[src/rtl/car_drive_pkg.sv]
// Shared types and constants for the two-wheel drive controller.
package car_drive_pkg;

  typedef enum logic [1:0] {
    ST_STOP  = 2'd0,
    ST_FWD   = 2'd1,
    ST_LEFT  = 2'd2,
    ST_RIGHT = 2'd3
  } state_t;

  localparam logic [3:0] KEY_STOP  = 4'b1110;
  localparam logic [3:0] KEY_FWD   = 4'b1101;
  localparam logic [3:0] KEY_LEFT  = 4'b1011;
  localparam logic [3:0] KEY_RIGHT = 4'b0111;
  localparam logic [3:0] KEY_IDLE  = 4'b1111;

  function automatic logic [3:0] state_to_oh(input state_t s);
    logic [3:0] oh;
    oh    = 4'b0000;
    oh[s] = 1'b1;
    return oh;
  endfunction

endpackage

[src/rtl/pwm_ramp_channel.sv]
// One wheel: duty ramp toward target, direction reversal through zero, glitch-free PWM.
module pwm_ramp_channel #(
  parameter int unsigned PWM_W     = 8,
  parameter int unsigned RAMP_STEP = 8
) (
  input  logic             clk,
  input  logic             rst,
  input  logic             tick,
  input  logic [PWM_W-1:0] pwm_cnt,
  input  logic             pwm_wrap,
  input  logic [PWM_W-1:0] target_duty,
  input  logic             target_dir,
  output logic             pwm,
  output logic             dir,
  output logic             busy
);

  localparam logic [PWM_W:0] STEP = (PWM_W+1)'(RAMP_STEP);

  logic [PWM_W-1:0] duty_q, duty_d;
  logic [PWM_W-1:0] active_q;
  logic             dir_q, dir_d;
  logic             pwm_q;
  logic [PWM_W:0]   duty_x, tgt_x;

  assign duty_x = {1'b0, duty_q};
  assign tgt_x  = {1'b0, target_duty};

  always_comb begin
    duty_d = duty_q;
    dir_d  = dir_q;
    if (tick) begin
      if (dir_q != target_dir) begin
        // Flip only once the wheel is really stopped at the H-bridge, not just ramped.
        if (duty_q == '0) begin
          if (active_q == '0) dir_d = target_dir;
        end else if (duty_x > STEP) begin
          duty_d = PWM_W'(duty_x - STEP);
        end else begin
          duty_d = '0;
        end
      end else if (duty_x < tgt_x) begin
        if (duty_x + STEP > tgt_x) duty_d = target_duty;
        else                       duty_d = PWM_W'(duty_x + STEP);
      end else if (duty_x > tgt_x) begin
        if (duty_x - tgt_x > STEP) duty_d = PWM_W'(duty_x - STEP);
        else                       duty_d = target_duty;
      end
    end
  end

  always_ff @(posedge clk or posedge rst) begin
    if (rst) begin
      duty_q   <= '0;
      active_q <= '0;
      dir_q    <= 1'b1;
      pwm_q    <= 1'b0;
    end else begin
      duty_q <= duty_d;
      dir_q  <= dir_d;
      if (pwm_wrap) active_q <= duty_q;
      pwm_q <= (pwm_cnt < active_q);
    end
  end

  assign pwm  = pwm_q;
  assign dir  = dir_q;
  assign busy = (duty_q != target_duty) | (dir_q != target_dir);

endmodule

[src/rtl/car_drive_ctrl.sv]
// Key debounce, STOP/FWD/LEFT/RIGHT FSM, ramp tick and PWM counter driving two wheel channels.
module car_drive_ctrl
  import car_drive_pkg::*;
#(
  parameter int unsigned PWM_W     = 8,
  parameter int unsigned DUTY_FWD  = 200,
  parameter int unsigned DUTY_TURN = 128,
  parameter int unsigned RAMP_STEP = 8,
  parameter int unsigned RAMP_DIV  = 1000,
  parameter int unsigned DEB_CYC   = 50000
) (
  input  logic       clk,
  input  logic       rst,
  input  logic [3:0] key,
  output logic       leftw,
  output logic       rightw,
  output logic       left_dir,
  output logic       right_dir,
  output logic [3:0] state_oh,
  output logic       ramp_busy
);

  localparam int unsigned TICK_W = (RAMP_DIV > 1) ? $clog2(RAMP_DIV) : 1;
  localparam int unsigned DEB_W  = (DEB_CYC > 1) ? $clog2(DEB_CYC) : 1;
  localparam logic [TICK_W-1:0] TICK_LAST = TICK_W'(RAMP_DIV - 1);
  localparam logic [DEB_W-1:0]  DEB_LAST  = DEB_W'(DEB_CYC - 1);
  localparam logic [PWM_W-1:0]  CNT_LAST  = {{(PWM_W-1){1'b1}}, 1'b0};

  logic [3:0]        sync1_q, sync2_q;
  logic [DEB_W-1:0]  deb_cnt_q;
  state_t            state_q, state_d, code_state;
  logic              code_valid;
  logic [3:0]        state_oh_q;
  logic [TICK_W-1:0] tick_cnt_q;
  logic              tick;
  logic [PWM_W-1:0]  pwm_cnt_q;
  logic              pwm_wrap;
  logic [PWM_W-1:0]  tgt_duty;
  logic              tgt_dir_l, tgt_dir_r;
  logic              busy_l, busy_r;

  always_comb begin
    code_valid = 1'b1;
    code_state = ST_STOP;
    case (sync2_q)
      KEY_STOP:  code_state = ST_STOP;
      KEY_FWD:   code_state = ST_FWD;
      KEY_LEFT:  code_state = ST_LEFT;
      KEY_RIGHT: code_state = ST_RIGHT;
      default:   code_valid = 1'b0;
    endcase
  end

  always_comb begin
    state_d = state_q;
    if (deb_cnt_q == DEB_LAST && code_valid) state_d = code_state;
  end

  // sync1 != sync2 means the synchronised code changes on this edge.
  always_ff @(posedge clk or posedge rst) begin
    if (rst) begin
      sync1_q    <= KEY_IDLE;
      sync2_q    <= KEY_IDLE;
      deb_cnt_q  <= '0;
      state_q    <= ST_STOP;
      state_oh_q <= 4'b0001;
    end else begin
      sync1_q <= key;
      sync2_q <= sync1_q;
      if (sync1_q != sync2_q)     deb_cnt_q <= '0;
      else if (deb_cnt_q != DEB_LAST) deb_cnt_q <= deb_cnt_q + 1'b1;
      state_q    <= state_d;
      state_oh_q <= state_to_oh(state_d);
    end
  end

  assign tick     = (tick_cnt_q == TICK_LAST);
  assign pwm_wrap = (pwm_cnt_q == CNT_LAST);

  always_ff @(posedge clk or posedge rst) begin
    if (rst) begin
      tick_cnt_q <= '0;
      pwm_cnt_q  <= '0;
    end else begin
      tick_cnt_q <= tick ? '0 : tick_cnt_q + 1'b1;
      pwm_cnt_q  <= pwm_wrap ? '0 : pwm_cnt_q + 1'b1;
    end
  end

  // STOP keeps each wheel's current direction so it only ramps down.
  always_comb begin
    tgt_duty  = '0;
    tgt_dir_l = left_dir;
    tgt_dir_r = right_dir;
    case (state_q)
      ST_FWD:   begin tgt_duty = PWM_W'(DUTY_FWD);  tgt_dir_l = 1'b1; tgt_dir_r = 1'b1; end
      ST_LEFT:  begin tgt_duty = PWM_W'(DUTY_TURN); tgt_dir_l = 1'b0; tgt_dir_r = 1'b1; end
      ST_RIGHT: begin tgt_duty = PWM_W'(DUTY_TURN); tgt_dir_l = 1'b1; tgt_dir_r = 1'b0; end
      default:  tgt_duty = '0;
    endcase
  end

  pwm_ramp_channel #(.PWM_W(PWM_W), .RAMP_STEP(RAMP_STEP)) u_left (
    .clk         (clk),
    .rst         (rst),
    .tick        (tick),
    .pwm_cnt     (pwm_cnt_q),
    .pwm_wrap    (pwm_wrap),
    .target_duty (tgt_duty),
    .target_dir  (tgt_dir_l),
    .pwm         (leftw),
    .dir         (left_dir),
    .busy        (busy_l)
  );

  pwm_ramp_channel #(.PWM_W(PWM_W), .RAMP_STEP(RAMP_STEP)) u_right (
    .clk         (clk),
    .rst         (rst),
    .tick        (tick),
    .pwm_cnt     (pwm_cnt_q),
    .pwm_wrap    (pwm_wrap),
    .target_duty (tgt_duty),
    .target_dir  (tgt_dir_r),
    .pwm         (rightw),
    .dir         (right_dir),
    .busy        (busy_r)
  );

  assign state_oh  = state_oh_q;
  assign ramp_busy = busy_l | busy_r;

endmodule
[config.mk]
export PLATFORM = sky130hd
export DESIGN_NAME = car_drive_ctrl
export DESIGN_NICKNAME = d
export VERILOG_FILES = /design/src/rtl/car_drive_pkg.sv /design/src/rtl/pwm_ramp_channel.sv /design/src/rtl/car_drive_ctrl.sv
export SDC_FILE = /design/constraint.sdc
export NUM_CORES = 1
export LEC_CHECK = 0
export CAP_MARGIN = 10
export CORE_MARGIN = 1.5
export CORE_UTILIZATION = 36
export DETAILED_ROUTE_END_ITERATION = 7
export DONT_BUFFER_PORTS = 1
export SYNTH_ARGS = -nofsm -noshare
export SYNTH_HDL_FRONTEND = slang
export SYNTH_SLANG_ARGS = --single-unit
export TNS_END_PERCENT = 5
[constraint.sdc]
create_clock -name clk -period 2.9 [get_ports clk]
set_clock_uncertainty 0.15 [all_clocks]
set_input_delay 0.29 -clock clk [delete_from_list [all_inputs] [get_ports clk]]
set_output_delay 0.29 -clock clk [all_outputs]
set_load 0.03 [all_outputs]
# After elaboration in Yosys (flattened, before gate mapping)

Cells that the tools add are included.

Add/subtract/negate cells: 9
Multipliers: 0
Div/mod/pow operators: 0
$lt $le $gt $ge: 14
Eq/ne operators: 18
Shift-type cells: 0
Mux-type cells: 26
Bitwise gates (word level): 3
Reductions and logical operators: 17

Operators by type and width:

| kind                                                | count |
|---|---|
| two-way mux 8 bit                                   | 15 |
| logical NOT 8 bit                                   | 4 |
| < comparator 8 bit                                  | 4 |
| two-way mux 16 bit                                  | 2 |
| adder 8 x 4 -> 9 bit (second input constant)        | 2 |
| > comparator 9 x 4 -> 1 bit (second input constant) | 2 |
| > comparator 9 x 8 -> 1 bit                         | 2 |
| subtractor 8 x 8 -> 9 bit                           | 2 |
| adder 16 x 1 -> 16 bit (second input constant)      | 1 |
| equality test 16 bit (second input constant)        | 1 |
| > comparator 8 x 4 -> 1 bit (second input constant) | 2 |
| > comparator 8 bit                                  | 2 |
| inequality test 16 bit (second input constant)      | 1 |
| inequality test 8 bit                               | 2 |
| one-hot mux 8 bit (2 select lines)                  | 1 |
| subtractor 8 x 4 -> 8 bit (second input constant)   | 2 |
| equality test 4 bit (second input constant)         | 3 |
| adder 10 x 1 -> 10 bit (second input constant)      | 1 |
| equality test 10 bit (second input constant)        | 1 |
| two-way mux 10 bit                                  | 1 |
| adder 8 x 1 -> 8 bit (second input constant)        | 1 |
| equality test 8 bit (second input constant)         | 1 |
| AND reduction 4 bit                                 | 2 |
| one-hot mux 2 bit (3 select lines)                  | 1 |
| 19 further kinds                                    | 31 |

Register bits after elaboration: 84
Latch bits: 0
RAM bits: 0
Memory bits (read-only): 0
Input bits: 6
Output and inout port bits: 9
Word-level logic and storage cells: 102
Memories: 0

# Logic depth before layout (Yosys ltp)

Depth after elaboration: 9
Gate-level depth with buffers: 14
Mapped depth without buffers: 12

# Modules after synthesis

From an unflattened synthesis, not the netlist that was laid out.

Cells, all modules: 677
Area, all modules: 6,107.1 um^2

By module, submodules not included:

| module                      | instances | cells each | area each (um^2) | seq. area each (um^2) |
|---|---|---|---|---|
| car_drive_ctrl              | 1         | 241        | 2,422.3          | 1,212.4 |
| pwm_ramp_channel at u_left  | 1         | 224        | 1,848.0          | 451.7 |
| pwm_ramp_channel at u_right | 1         | 212        | 1,836.8          | 451.7 |

# Least setup slack after synthesis

No wires, ideal clock.

Kind: reg2reg
From: register state_q[1]
To: register u_right.duty_q[6]
Library setup time: 69 ps
Arrival: 2,926 ps
Data required time: 2,681 ps
Setup slack: -245 ps
Stages on the path, launching flop included: 13
Path buffers: 2
Period minus slack after synthesis: 3,145 ps
Cells stage by stage: dfrtp_1 inv_1 ha_1 buf_2 inv_1 ha_1 buf_2 or3b_1 a22o_1 a221oi_4 mux2i_1 or4_1 nand3_1

Word-level cells in the longest chain between the ends: 9
Elaborated cells between the ends (all ways): 21
Classes of those cells: add/sub (1); order compare (4); eq/ne (5); mux (7); reduce/logical (4)

Ends and longest elaborated chain:

| element                            | RTL line               | text |
|---|---|---|
| from (decl)                        | car_drive_ctrl.sv:31   | `state_t state_q, state_d, code_state;` |
| from (signal assigned)             | car_drive_ctrl.sv:72   | `state_q <= state_d;` |
| equality test 2 bit                | car_drive_ctrl.sv:95   | `case (state_q)` |
| OR reduction 2 bit (no line)       | --                     |  |
| one-hot mux 8 bit (2 select lines) | car_drive_ctrl.sv:95   |  |
| subtractor 8 x 8 -> 9 bit          | pwm_ramp_channel.sv:46 | `if (duty_x - tgt_x > STEP) duty_d = PWM_W'(duty_x - STEP);` |
| > comparator 9 x 4 -> 1 bit        | pwm_ramp_channel.sv:46 |  |
| two-way mux 8 bit                  | pwm_ramp_channel.sv:46 |  |
| two-way mux 8 bit                  | pwm_ramp_channel.sv:45 | `end else if (duty_x > tgt_x) begin` |
| two-way mux 8 bit                  | pwm_ramp_channel.sv:42 | `end else if (duty_x < tgt_x) begin` |
| two-way mux 8 bit                  | pwm_ramp_channel.sv:33 | `if (dir_q != target_dir) begin` |
| to (signal assigned)               | pwm_ramp_channel.sv:59 | `duty_q <= duty_d;` |
| to (decl)                          | pwm_ramp_channel.sv:20 | `logic [PWM_W-1:0] duty_q, duty_d;` |

Parallel ways exist; a longest one is shown, timed or not. The select of a mux whose other input is x is not followed.
A chain may end at the register's enable or synchronous reset.

# Final worst setup path

Ends and elaborated chain as after synthesis.

==> results.toml <==
[run_status]
status = "completed"

[worst_setup_path]
r2r-end = "u_right.duty_q[6]$_DFFE_PP0P_"
worstPathArrival_ns = 2.96
cp_data_required_time_ns = 3.02
start_kind = "register"
worstSetupPathType = "reg -> reg"
r2r_slack_ns = 0.06
cp_max_fo = 5
cp-end-kind = "register"
r2r_start = "state_q[1]$_DFF_PP0_"
reg2reg_depth = 10

[run]
maxCapViolCount = 0

[routing]
route.antenna.remaining_nets = 0
num_vias = 4309
drt-pass1-iter-count = 4
wirelength_um = 12030
drt_iter0_drc = 261
drc = 0
wl_per_cell_um = 15.04
viasPerCell = 5.386

[yosys]
synth_area_leaders = "dfrtp_1 (31%), ha_1 (7.3%), dfstp_2 (5.8%)"
synth_top_area_cell = "dfrtp_1"
synthCells = 574
synth_flop_cell = "dfrtp_1"
async_flop_share = 1.000
ys_warn_count = 0
synth_top_area_share = 0.3051
synth-seq-cells = 72
syn_nets = 609
synth_area_per_cell_um2 = 8.717
yosysUniqueCellTypes = 66
syn_area_mm2 = 0.005004
synth_seq_area_share = 0.3628
synth_edf_count = 0

[cells_and_area]
num_antenna_cells = 0
layout.cells.non_filler = 800
final_cell_mix = "nor2_1 (62), dfrtp_1 (60), buf_4 (54)"
nNetsFinal = 654
synthToLayoutAreaGrowth_pct = 19.68
layout-drive-gt1-share = 0.1843
final_common_cell = "nor2_1"
post-route-util = 0.4469

[hold_path]
holdPathStages = 0
hold_path.class = "reg -> reg"
holdPathEnd = "sync2_q[1]$_DFF_PP1_"
hold_start = "sync1_q[1]$_DFF_PP1_"

[grt]
grt_pass1_wl_um = 20380
grt_use_met2 = 0.2876
busiest_layer = "met2"
first_global_vias = 4194
antenna_found_initial = 0
gr-usage-met1 = 0.2311
grt_max_degree = 30
grt_use_met3 = 0.03430
grt_usage = 0.1744
overflow = 0

[placement]
io_buffers = 0
hpwl_um = 9129
dp.cells = 777
gp_congestion = 0.8787

[floorplanning]
die_area_mm2 = 0.01461
coreArea_mm2 = 0.01340
num_rows = 42
initial_core_util = 0.3734
die_w_um = 120.9
die_h_um = 120.9
io_pins = 15

[cts]
clk_pin_slew_worst_paths_ns = 0.06
cts.sinks = 72
cts_tree = "yes"
ctsLongestPathBuffers = 2
numCtsBuffers = 9
clock_latency_ns = 0.33
htreeDepth = 3
root_buffer = "clkbuf_16"

[sta]
final.min_clock_period_ns = 2.836
fin_crit_sh = 0.9778
maxSlewViolCount = 0
fmax_mhz = 352.7
hold_viol_final = 0
maxSlewHeadroom = 0.5399
setup_viol = 0
rsz0062_at_grt = "yes"
tns_ns = 0
worst_slew_pin_slew_ns = 0.6861

[power_and_ir_drop]
powerDensity_mw_per_mm2 = 354.8
p_clk_frac = 0.499
p_leak_nw = 2.614
p_seq_frac = 0.482
swShare = 0.2276
pwr-share-comb = 0.019
p_switching_uw = 483.7
irDropWorstVdd_uv = 388.0
p_int_mw = 1.641
[power by group through the flow]
stage / combinational [mW] / sequential, mW / clock [mW]
global route: 0.0465 / 1.02 / 1.12
finish: 0.0399 / 1.02 / 1.06
floorplan: 0.0272 / 1.04 / 0
CTS: 0.0416 / 1.02 / 1.10
global placement: 0.0351 / 1.04 / 0
detailed placement: 0.0362 / 1.04 / 0
[layer usage]
| layer | vias up | share of wire | wire, um |
|---|---|---|---|
| li1 | 2127 | - | - |
| met1 | 2060 | 0.47 | 5645 |
| met2 | 106 | 0.46 | 5576 |
| met3 | 16 | 0.051 | 619 |
| met4 | 0 | 0.016 | 192 |
| met5 | - | 0 | 0 |
[stage by stage]
stage | instance area, um2 | total power, mW | hold slack [ns] | setup WS [ns]
after global placement | 5510 | 1.076 | 0.1268 | -0.0003806
after global routing | 5988 | 2.194 | 0.2282 | -0.04234
after detailed placement | 5510 | 1.078 | 0.1278 | -0.07246
after floorplan | 5029 | 1.066 | 0.1445 | 0.003347
final | 5988 | 2.125 | 0.2221 | 0.06448
after CTS | 5898 | 2.164 | 0.2250 | 0.001408
[how the worst max path moves through the flow]
stage | start | cells past startpoint | to | slack [ns]
after floorplan | state_q[1]$_DFF_PP0_ | 12 | u_right.duty_q[6]$_DFFE_PP0P_ | 0.003
after global placement | state_q[0]$_DFF_PP0_ | 10 | u_right.duty_q[6]$_DFFE_PP0P_ | -0.0004
after detailed placement | state_q[0]$_DFF_PP0_ | 10 | u_right.duty_q[6]$_DFFE_PP0P_ | -0.07
after CTS | state_q[0]$_DFF_PP0_ | 9 | ramp_busy | 0.001
after global routing | state_q[1]$_DFF_PP0_ | 10 | u_right.duty_q[6]$_DFFE_PP0P_ | -0.04
final | state_q[1]$_DFF_PP0_ | 10 | u_right.duty_q[6]$_DFFE_PP0P_ | 0.06
[sequential cells by signal, summed over array words and instances (netlist names)]
name / flops
sync2_q: 4
state_oh: 4
u_left.duty_q: 5
u_left.active_q: 5
sync1_q: 4
u_right.duty_q: 5
pwm_cnt_q: 8
state_q: 2
deb_cnt_q: 16
u_right.active_q: 5
u_left.dir: 1
u_left.pwm: 1
tick_cnt_q: 10
u_right.dir: 1
u_right.pwm: 1
[worst max-delay path: stages (launching register included)]
cell,delay (ns)
dfrtp_1,0.39
inv_2,0.12
ha_4,0.16
inv_4,0.05
ha_4,0.28
or3b_1,0.34
a22o_1,0.23
a221oi_4,0.43
mux2i_1,0.12
or4_1,0.41
nand3_1,0.09
[area by class of cell]
type	count	area, um2
fill	1271	7412
multi-input combinational	448	3084
sequential	72	1817
timing repair buffer	60	466.7
clock buffer	10	239.0
tap	176	220.2
inverter	28	110.1
clock inverter	6	51.30
[repair_timing]
| item | CTS | global route |
|---|---|---|
| gates resized for setup | 10 | 20 |
| gates cloned | 0 | 0 |
| pin swaps | 2 | 4 |
| setup endpoints to repair | 6 | 11 |
| setup buffers | 1 | 1 |
| endpoints found under the hold margin | 23 | 0 |
| hold buffers | 5 | 0 |
[cell families (layout without fill, tap and decap cells)]
| family | after synthesis | after routing | share of synthesized area |
|---|---|---|---|
| flip-flops | 72 | 72 | 0.3628 |
| buffers and inverters | 54 | 104 | 0.04576 |
| adder cells (fa/ha/maj) | 29 | 29 | 0.07252 |
| multiplexers | 12 | 12 | 0.02501 |
| XOR/XNOR | 50 | 50 | 0.09027 |
| AO/OA/AOI/OAI | 116 | 116 | 0.1570 |
| AND/OR/NAND/NOR | 241 | 241 | 0.2466 |
[synthesized netlist by cell type (5+ instances only)]
library cell,number
o21a_1,10
inv_1,28
nor2_1,64
buf_2,12
or3_1,9
dfstp_2,11
and3_1,19
clkbuf_1,11
o21ai_0,32
nand4_1,11
ha_1,29
and2_1,7
nand3_1,34
a211oi_1,8
dfrtp_1,61
mux2i_1,8
nor2b_1,6
xor2_1,23
xnor2_1,26
a21oi_1,21
nand2_1,42
nor3_1,15
nor3b_1,5
nand2b_1,9
o211ai_1,5
No activity file was read; power rests on OpenSTA's default activity.
